File: config.mk
export PLATFORM = sky130hd
export DESIGN_NAME = tt_um_uart_mvm
export DESIGN_NICKNAME = d
export VERILOG_FILES = /design/src/rtl/uart_mvm_pkg.sv /design/src/rtl/uart_mvm_if.sv /design/src/rtl/uart_mvm_core.sv /design/src/rtl/tt_um_uart_mvm.sv
export SDC_FILE = /design/constraint.sdc
export NUM_CORES = 1
export LEC_CHECK = 0
export BUFFER_PORTS_ARGS = -buffer_cell sky130_fd_sc_hd__buf_4
export CORE_ASPECT_RATIO = 1.75
export CORE_MARGIN = 1
export CORE_UTILIZATION = 40
export CTS_CLUSTER_DIAMETER = 60
export CTS_CLUSTER_SIZE = 40
export DETAILED_ROUTE_END_ITERATION = 16
export GPL_TIMING_DRIVEN = 0
export HOLD_SLACK_MARGIN = 0.02
export PLACE_DENSITY = 0.57
export SYNTH_ARGS = -nofsm -noshare
export SYNTH_HDL_FRONTEND = slang
export SYNTH_SLANG_ARGS = --single-unit
File: constraint.sdc
create_clock -name clk -period 6.1 [get_ports clk]
set_input_delay 1.22 -clock clk [delete_from_list [all_inputs] [get_ports clk]]
set_output_delay 1.22 -clock clk [all_outputs]
set_load 0.02 [all_outputs]
File: src/rtl/uart_mvm_pkg.sv
// Shared configuration for the UART matrix-vector multiplier: default
// geometry, UART timing, derived widths and FSM state encodings.
package uart_mvm_pkg;

    localparam int R                = 2;
    localparam int C                = 2;
    localparam int W_X              = 4;
    localparam int W_K              = 4;
    localparam int W_Y_OUT          = 8;
    localparam int CLOCKS_PER_PULSE = 54;
    localparam int BITS_PER_WORD    = 8;
    localparam int PACKET_SIZE_TX   = 13;

    // Full-precision accumulator width and frame sizes in UART words
    localparam int W_Y        = W_X + W_K + $clog2(C);
    localparam int N_WORDS_KX = (R*C*W_K + C*W_X + BITS_PER_WORD - 1) / BITS_PER_WORD;
    localparam int N_WORDS_Y  = (R*W_Y_OUT + BITS_PER_WORD - 1) / BITS_PER_WORD;

    typedef enum logic [1:0] {
        RX_IDLE,
        RX_START,
        RX_DATA
    } rx_state_e;

    typedef enum logic {
        TX_IDLE,
        TX_SEND
    } tx_state_e;

endpackage

File: src/rtl/uart_mvm_if.sv
// Serial line pair between the pin wrapper (or a bench) and the core.
interface uart_mvm_if;
    import uart_mvm_pkg::*;

    logic rx;
    logic tx;

    modport master (output rx, input tx);
    modport slave  (input rx, output tx);
endinterface

File: src/rtl/uart_mvm_core.sv
// UART receiver collecting x/k frames, signed matrix-vector product,
// one-deep result buffer and UART transmitter for the result words.
module uart_mvm_core #(
    parameter int R                = uart_mvm_pkg::R,
    parameter int C                = uart_mvm_pkg::C,
    parameter int W_X              = uart_mvm_pkg::W_X,
    parameter int W_K              = uart_mvm_pkg::W_K,
    parameter int W_Y_OUT          = uart_mvm_pkg::W_Y_OUT,
    parameter int CLOCKS_PER_PULSE = uart_mvm_pkg::CLOCKS_PER_PULSE,
    parameter int BITS_PER_WORD    = uart_mvm_pkg::BITS_PER_WORD,
    parameter int PACKET_SIZE_TX   = uart_mvm_pkg::PACKET_SIZE_TX
) (
    input  logic      clk,
    input  logic      rst_n,
    uart_mvm_if.slave bus
);
    import uart_mvm_pkg::*;

    localparam int W_ACC     = W_X + W_K + $clog2(C);
    localparam int N_KX      = (R*C*W_K + C*W_X + BITS_PER_WORD - 1) / BITS_PER_WORD;
    localparam int N_Y       = (R*W_Y_OUT + BITS_PER_WORD - 1) / BITS_PER_WORD;
    localparam int KX_W      = N_KX * BITS_PER_WORD;
    localparam int RES_W     = N_Y * BITS_PER_WORD;
    localparam int STOP_BITS = PACKET_SIZE_TX - BITS_PER_WORD - 1;
    localparam int HALF      = CLOCKS_PER_PULSE / 2;
    localparam int CNT_W     = $clog2(CLOCKS_PER_PULSE);
    localparam int RXB_W     = $clog2(BITS_PER_WORD);
    localparam int TXB_W     = $clog2(PACKET_SIZE_TX);
    localparam int KXI_W     = (N_KX > 1) ? $clog2(N_KX) : 1;
    localparam int YI_W      = (N_Y > 1) ? $clog2(N_Y) : 1;

    // Results are transmitted modulo 2^W_Y_OUT (plain wrap, no saturation)
    function automatic logic [W_Y_OUT-1:0] wrap_y(input logic signed [W_ACC-1:0] v);
        return v[W_Y_OUT-1:0];
    endfunction

    logic             rx_meta_q, rx_sync_q, rx_prev_q;
    rx_state_e        rx_state_q, rx_state_d;
    logic [CNT_W-1:0] rx_cnt_q, rx_cnt_d;
    logic [RXB_W-1:0] rx_bit_q, rx_bit_d;
    logic [BITS_PER_WORD-1:0] rx_shift_q, rx_shift_d;
    logic [KXI_W-1:0] byte_idx_q, byte_idx_d;
    logic [KX_W-1:0]  frame_q, frame_d;
    logic             mvm_go_q, mvm_go_d;

    logic signed [W_X-1:0]   mvm_x;
    logic signed [W_K-1:0]   mvm_k;
    logic signed [W_ACC-1:0] mvm_prod, mvm_acc;
    logic [RES_W-1:0]        y_pack;

    logic [RES_W-1:0] buf_q, buf_d;
    logic             buf_vld_q, buf_vld_d;
    tx_state_e        tx_state_q, tx_state_d;
    logic [CNT_W-1:0] tx_cnt_q, tx_cnt_d;
    logic [TXB_W-1:0] tx_bit_q, tx_bit_d;
    logic [YI_W-1:0]  tx_word_q, tx_word_d;
    logic [RES_W-1:0] tx_res_q, tx_res_d;
    logic [PACKET_SIZE_TX-1:0] tx_pkt_q, tx_pkt_d;
    logic             tx_load;

    // Two-flop synchronizer plus one delayed copy for start-edge detection
    always_ff @(posedge clk or negedge rst_n) begin
        if (!rst_n) begin
            rx_meta_q <= 1'b1;
            rx_sync_q <= 1'b1;
            rx_prev_q <= 1'b1;
        end else begin
            rx_meta_q <= bus.rx;
            rx_sync_q <= rx_meta_q;
            rx_prev_q <= rx_sync_q;
        end
    end

    // RX state, counters and frame assembly registers
    always_ff @(posedge clk or negedge rst_n) begin
        if (!rst_n) begin
            rx_state_q <= RX_IDLE;
            rx_cnt_q   <= '0;
            rx_bit_q   <= '0;
            rx_shift_q <= '0;
            byte_idx_q <= '0;
            frame_q    <= '0;
            mvm_go_q   <= 1'b0;
        end else begin
            rx_state_q <= rx_state_d;
            rx_cnt_q   <= rx_cnt_d;
            rx_bit_q   <= rx_bit_d;
            rx_shift_q <= rx_shift_d;
            byte_idx_q <= byte_idx_d;
            frame_q    <= frame_d;
            mvm_go_q   <= mvm_go_d;
        end
    end

    // RX next state: verify start at half bit, sample data at bit centres,
    // shift each finished byte into the frame from the top so byte0 ends lowest
    always_comb begin
        rx_state_d = rx_state_q;
        rx_cnt_d   = rx_cnt_q;
        rx_bit_d   = rx_bit_q;
        rx_shift_d = rx_shift_q;
        byte_idx_d = byte_idx_q;
        frame_d    = frame_q;
        mvm_go_d   = 1'b0;
        case (rx_state_q)
            RX_IDLE: begin
                if (rx_prev_q && !rx_sync_q) begin
                    rx_state_d = RX_START;
                    rx_cnt_d   = '0;
                end
            end
            RX_START: begin
                if (rx_cnt_q == CNT_W'(HALF - 1)) begin
                    rx_cnt_d   = '0;
                    rx_bit_d   = '0;
                    rx_state_d = rx_sync_q ? RX_IDLE : RX_DATA;
                end else begin
                    rx_cnt_d = rx_cnt_q + CNT_W'(1);
                end
            end
            RX_DATA: begin
                if (rx_cnt_q == CNT_W'(CLOCKS_PER_PULSE - 1)) begin
                    rx_cnt_d   = '0;
                    rx_shift_d = {rx_sync_q, rx_shift_q[BITS_PER_WORD-1:1]};
                    if (rx_bit_q == RXB_W'(BITS_PER_WORD - 1)) begin
                        // Stop bit is not checked; the next falling edge restarts
                        rx_state_d = RX_IDLE;
                        frame_d    = {rx_shift_d, frame_q[KX_W-1:BITS_PER_WORD]};
                        if (byte_idx_q == KXI_W'(N_KX - 1)) begin
                            byte_idx_d = '0;
                            mvm_go_d   = 1'b1;
                        end else begin
                            byte_idx_d = byte_idx_q + KXI_W'(1);
                        end
                    end else begin
                        rx_bit_d = rx_bit_q + RXB_W'(1);
                    end
                end else begin
                    rx_cnt_d = rx_cnt_q + CNT_W'(1);
                end
            end
            default: rx_state_d = RX_IDLE;
        endcase
    end

    // Signed matrix-vector product over the assembled frame
    always_comb begin
        mvm_x    = '0;
        mvm_k    = '0;
        mvm_prod = '0;
        mvm_acc  = '0;
        y_pack   = '0;
        for (int r = 0; r < R; r++) begin
            mvm_acc = '0;
            for (int c = 0; c < C; c++) begin
                mvm_x    = frame_q[c*W_X +: W_X];
                mvm_k    = frame_q[C*W_X + (r*C + c)*W_K +: W_K];
                mvm_prod = W_ACC'(mvm_k) * W_ACC'(mvm_x);
                mvm_acc  = mvm_acc + mvm_prod;
            end
            y_pack[r*W_Y_OUT +: W_Y_OUT] = wrap_y(mvm_acc);
        end
    end

    // Output buffer and TX registers
    always_ff @(posedge clk or negedge rst_n) begin
        if (!rst_n) begin
            buf_q      <= '0;
            buf_vld_q  <= 1'b0;
            tx_state_q <= TX_IDLE;
            tx_cnt_q   <= '0;
            tx_bit_q   <= '0;
            tx_word_q  <= '0;
            tx_res_q   <= '0;
            tx_pkt_q   <= '1;
        end else begin
            buf_q      <= buf_d;
            buf_vld_q  <= buf_vld_d;
            tx_state_q <= tx_state_d;
            tx_cnt_q   <= tx_cnt_d;
            tx_bit_q   <= tx_bit_d;
            tx_word_q  <= tx_word_d;
            tx_res_q   <= tx_res_d;
            tx_pkt_q   <= tx_pkt_d;
        end
    end

    // TX next state: take the buffered result when idle, send each word as
    // start + data + stop bits; a new result always wins the buffer slot
    always_comb begin
        tx_state_d = tx_state_q;
        tx_cnt_d   = tx_cnt_q;
        tx_bit_d   = tx_bit_q;
        tx_word_d  = tx_word_q;
        tx_res_d   = tx_res_q;
        tx_pkt_d   = tx_pkt_q;
        tx_load    = 1'b0;
        case (tx_state_q)
            TX_IDLE: begin
                if (buf_vld_q) begin
                    tx_load    = 1'b1;
                    tx_state_d = TX_SEND;
                    tx_cnt_d   = '0;
                    tx_bit_d   = '0;
                    tx_word_d  = '0;
                    tx_res_d   = buf_q;
                    tx_pkt_d   = {{STOP_BITS{1'b1}}, buf_q[BITS_PER_WORD-1:0], 1'b0};
                end
            end
            TX_SEND: begin
                if (tx_cnt_q == CNT_W'(CLOCKS_PER_PULSE - 1)) begin
                    tx_cnt_d = '0;
                    if (tx_bit_q == TXB_W'(PACKET_SIZE_TX - 1)) begin
                        tx_bit_d = '0;
                        if (tx_word_q == YI_W'(N_Y - 1)) begin
                            tx_state_d = TX_IDLE;
                        end else begin
                            tx_word_d = tx_word_q + YI_W'(1);
                            tx_res_d  = tx_res_q >> BITS_PER_WORD;
                            tx_pkt_d  = {{STOP_BITS{1'b1}}, tx_res_d[BITS_PER_WORD-1:0], 1'b0};
                        end
                    end else begin
                        tx_bit_d = tx_bit_q + TXB_W'(1);
                        tx_pkt_d = {1'b1, tx_pkt_q[PACKET_SIZE_TX-1:1]};
                    end
                end else begin
                    tx_cnt_d = tx_cnt_q + CNT_W'(1);
                end
            end
            default: tx_state_d = TX_IDLE;
        endcase

        buf_d     = buf_q;
        buf_vld_d = buf_vld_q & ~tx_load;
        if (mvm_go_q) begin
            buf_d     = y_pack;
            buf_vld_d = 1'b1;
        end
    end

    assign bus.tx = (tx_state_q == TX_SEND) ? tx_pkt_q[0] : 1'b1;

endmodule

File: src/rtl/tt_um_uart_mvm.sv
// Pin wrapper: maps the UART lines onto the user pins and ties the rest off.
module tt_um_uart_mvm #(
    parameter int R                = uart_mvm_pkg::R,
    parameter int C                = uart_mvm_pkg::C,
    parameter int W_X              = uart_mvm_pkg::W_X,
    parameter int W_K              = uart_mvm_pkg::W_K,
    parameter int W_Y_OUT          = uart_mvm_pkg::W_Y_OUT,
    parameter int CLOCKS_PER_PULSE = uart_mvm_pkg::CLOCKS_PER_PULSE,
    parameter int BITS_PER_WORD    = uart_mvm_pkg::BITS_PER_WORD,
    parameter int PACKET_SIZE_TX   = uart_mvm_pkg::PACKET_SIZE_TX
) (
    input  logic       clk,
    input  logic       rst_n,
    input  logic       ena,
    input  logic [7:0] ui_in,
    output logic [7:0] uo_out,
    input  logic [7:0] uio_in,
    output logic [7:0] uio_out,
    output logic [7:0] uio_oe
);
    import uart_mvm_pkg::*;

    uart_mvm_if u_bus ();
    logic unused_pins;

    assign u_bus.rx    = ui_in[0];
    assign uo_out      = {7'b0, u_bus.tx};
    assign uio_out     = '0;
    assign uio_oe      = '0;
    assign unused_pins = &{1'b0, ena, ui_in[7:1], uio_in};

    uart_mvm_core #(
        .R                (R),
        .C                (C),
        .W_X              (W_X),
        .W_K              (W_K),
        .W_Y_OUT          (W_Y_OUT),
        .CLOCKS_PER_PULSE (CLOCKS_PER_PULSE),
        .BITS_PER_WORD    (BITS_PER_WORD),
        .PACKET_SIZE_TX   (PACKET_SIZE_TX)
    ) u_core (
        .clk   (clk),
        .rst_n (rst_n),
        .bus   (u_bus.slave)
    );

endmodule

==> results.cfg <==
[clocking]
clk_latency_ns = 0.35
clk_path_buf_depth = 2
holdBufCountCts = 0
cts.htree.levels = 3
cts_resized = 0
cts_made_buffers = 9
cts_root_buf = clkbuf_16
cts_sinks = 94
cts_setup_buffers = 0
cts_tree = built
path_clk_slew_ns = 0.06

[global_routing]
track_usage_pct = 16.3
grt_max_degree = 95
grt_overflow = 0
grt_pass1_wl_um = 24300
grt_pass1_vias = 5259
antenna_found_initial = 0

[timing]
skew_ns = 0.00593
setup_viol = 0
hold_viol_final = 0
slew_viol_final = 0
fin_setup_tns_ns = 0
maxSlewHeadroom_pct = 22.0
rsz0062_at_grt = false
fin_crit_sh_pct = 85.6
period_needed_ns = 5.22
worstMarginPinSlew_ns = 1.17
clock.fmax_ghz = 0.192

[final_layout]
fill_cells = 1711
drive_gt1_share_pct = 15.7
diodes = 0
fin_nets = 874
area_growth_pct = 10.1

[logic_synthesis]
synth_flop_cell = dfrtp_1
synth-seq-cells = 94
synth.top_cells.by_count = inv_1 (111), dfrtp_1 (82), fa_1 (54), ha_1 (54), nand2_1 (49)
async_flop_share_pct = 100
synthDistinctLibCells = 63
synthCells = 711
postSynthAreaPerCell_um2 = 10.3
synth_sequential_area_ratio_pct = 32.5
synth_edf_count = 0
synth.area.top_cells = dfrtp_1 (28%), fa_1 (15%), ha_1 (9.3%), mux2_2 (6.0%), inv_1 (5.7%)
yosys.area.top_type_share_pct = 28.2
syn_area_um2 = 7290
synth_top_area_cell = dfrtp_1
synth.most_common_cell = inv_1
yosys_warnings = 0

[place]
hpwl_um = 11300
port_buffers = 3
gp_congestion = 0.777

[power]
ir_worst_vdd_uv = 208
fin_total_pwr_uw = 1460
p_leak_uw = 0.00394
cellPowerDensity_nw_per_um2 = 182

[die]
die_area_um2 = 18800
core_area_um2 = 18000
die_w_um = 104
fp.dieH_um = 181
start_util_pct = 40.5
ios = 43
rows = 65

[status]
status = finished clean

[critical_path]
crit_path_end_kind = register
path_max_fanout = 13
worstPathRequired_ns = 6.32
cp.arrival_ns = 5.44
worstSetupStartpointType = register
crit_type = reg2reg

[route]
routed_wl_um = 14000
viasPerCell = 4.90
drc = 0
firstDrtPassIters = 4
ant_nets = 0
wl_per_cell_um = 14.2
first_iter_violations = 107
via_count = 4834

[run]
max-cap-violations = 0

[hold_path]
hold_class = reg2reg
[path summary, 6_finish.rpt]
| path | slack [ns] | startpoint | end | cells after the start |
|---|---|---|---|---|
| min | 0.36 | u_core.rx_meta_q$_DFF_PN1_ | u_core.rx_sync_q$_DFF_PN1_ | 0 |
| min in group asynchronous | 1.10 | rst_n | u_core.buf_q[6]$_DFFE_PN0P_ | 1 |
| max reg2reg | 0.88 | u_core.frame_q[7]$_DFFE_PN0P_ | u_core.buf_q[14]$_DFFE_PN0P_ | 13 |
| min reg2reg | 0.36 | u_core.rx_meta_q$_DFF_PN1_ | u_core.rx_sync_q$_DFF_PN1_ | 0 |
| max | 0.88 | u_core.frame_q[7]$_DFFE_PN0P_ | u_core.buf_q[14]$_DFFE_PN0P_ | 13 |
| max in group asynchronous | 4.25 | rst_n | u_core.mvm_go_q$_DFF_PN0_ | 1 |
[cell usage in the layout, fill, tap and decap left out, drive strengths merged, types with 24 or more instances in the layout]
cell,instances
dfrtp,82
and2,40
nand2,51
inv,111
o21ai,29
buf,36
mux2,46
nor2,24
fa,54
ha,54
[cells by family after synthesis]
family | after synthesis | synth area share (%)
buffers and inverters | 150 | 9.13
multiplexers | 50 | 8.02
XOR/XNOR | 29 | 3.86
AO/OA/AOI/OAI | 102 | 9.55
adder cells (fa/ha/maj) | 108 | 24.1
flip-flops | 94 | 32.5
AND/OR/NAND/NOR | 177 | 12.8
other | 1 | 0.0515
[state kept, by name, indices dropped and copies added, names as in the netlist]
name,cells
u_core.tx_res_q,8
u_core.rx_bit_q,3
u_core.rx_state_q,2
u_core.tx_state_q,1
u_core.byte_idx_q,2
u_core.tx_pkt_q,9
u_core.rx_meta_q,1
u_core.rx_sync_q,1
u_core.rx_prev_q,1
u_core.buf_vld_q,1
u_core.rx_shift_q,7
u_core.buf_q,16
u_core.tx_bit_q,4
u_core.tx_word_q,1
u_core.frame_q,24
u_core.mvm_go_q,1
u_core.tx_cnt_q,6
u_core.rx_cnt_q,6
[power breakdown]
| part | internal, µW | total, µW | leakage [µW] | switching, µW |
|---|---|---|---|---|
| combinational | 66.0 | 183 | 0.00251 | 117 |
| clock | 392 | 619 | 0.000166 | 227 |
| sequential | 643 | 661 | 0.00127 | 18.1 |
[routing by layer]
metal / wire length (µm) / global-route usage [%] / up-vias
met1: 5070 / 15.9 / 2415
li1: - / - / 2358
met2: 8210 / 32.4 / 32
met4: 549 / 9.14 / 0
met5: 0 / 0 / -
met3: 169 / 1.92 / 29
[through the flow]
step                cells  instance area (µm²)  hold slack [ns]  setup WS (ns)  utilization (%)
finish                986                 8020            0.357          0.880             44.6
global route          986                 8020            0.365          0.557             44.6
CTS                   986                 8020            0.359          0.796             44.6
detailed placement    970                 7690            0.349          0.807             42.8
global placement      970                 7690            0.346          0.864             42.8
floorplan             733                 7370            0.345           1.47                -
[critical path: stages, from the launching register on]
cell	delay [ns]
dfrtp_1	0.60
clkbuf_1	0.41
clkbuf_1	0.44
nor2b_1	0.24
fa_1	0.46
fa_1	0.51
fa_1	0.55
inv_1	0.05
fa_1	0.52
inv_1	0.04
ha_1	0.32
a21boi_0	0.40
nor3_1	0.10
or3b_2	0.46
[area by class of cell]
type / instances / area (µm²) / share of cell area [%]
Clock inverter: 3 / 65.1 / 0.811
Multi-Input combinational cell: 489 / 4340 / 54.1
Buffer: 39 / 249 / 3.10
Inverter: 111 / 417 / 5.19
Timing Repair Buffer: 3 / 22.5 / 0.281
Sequential cell: 94 / 2370 / 29.5
Tap cell: 234 / 293 / 3.65
Clock buffer: 13 / 270 / 3.37
Power figures use the tool's default switching activity.
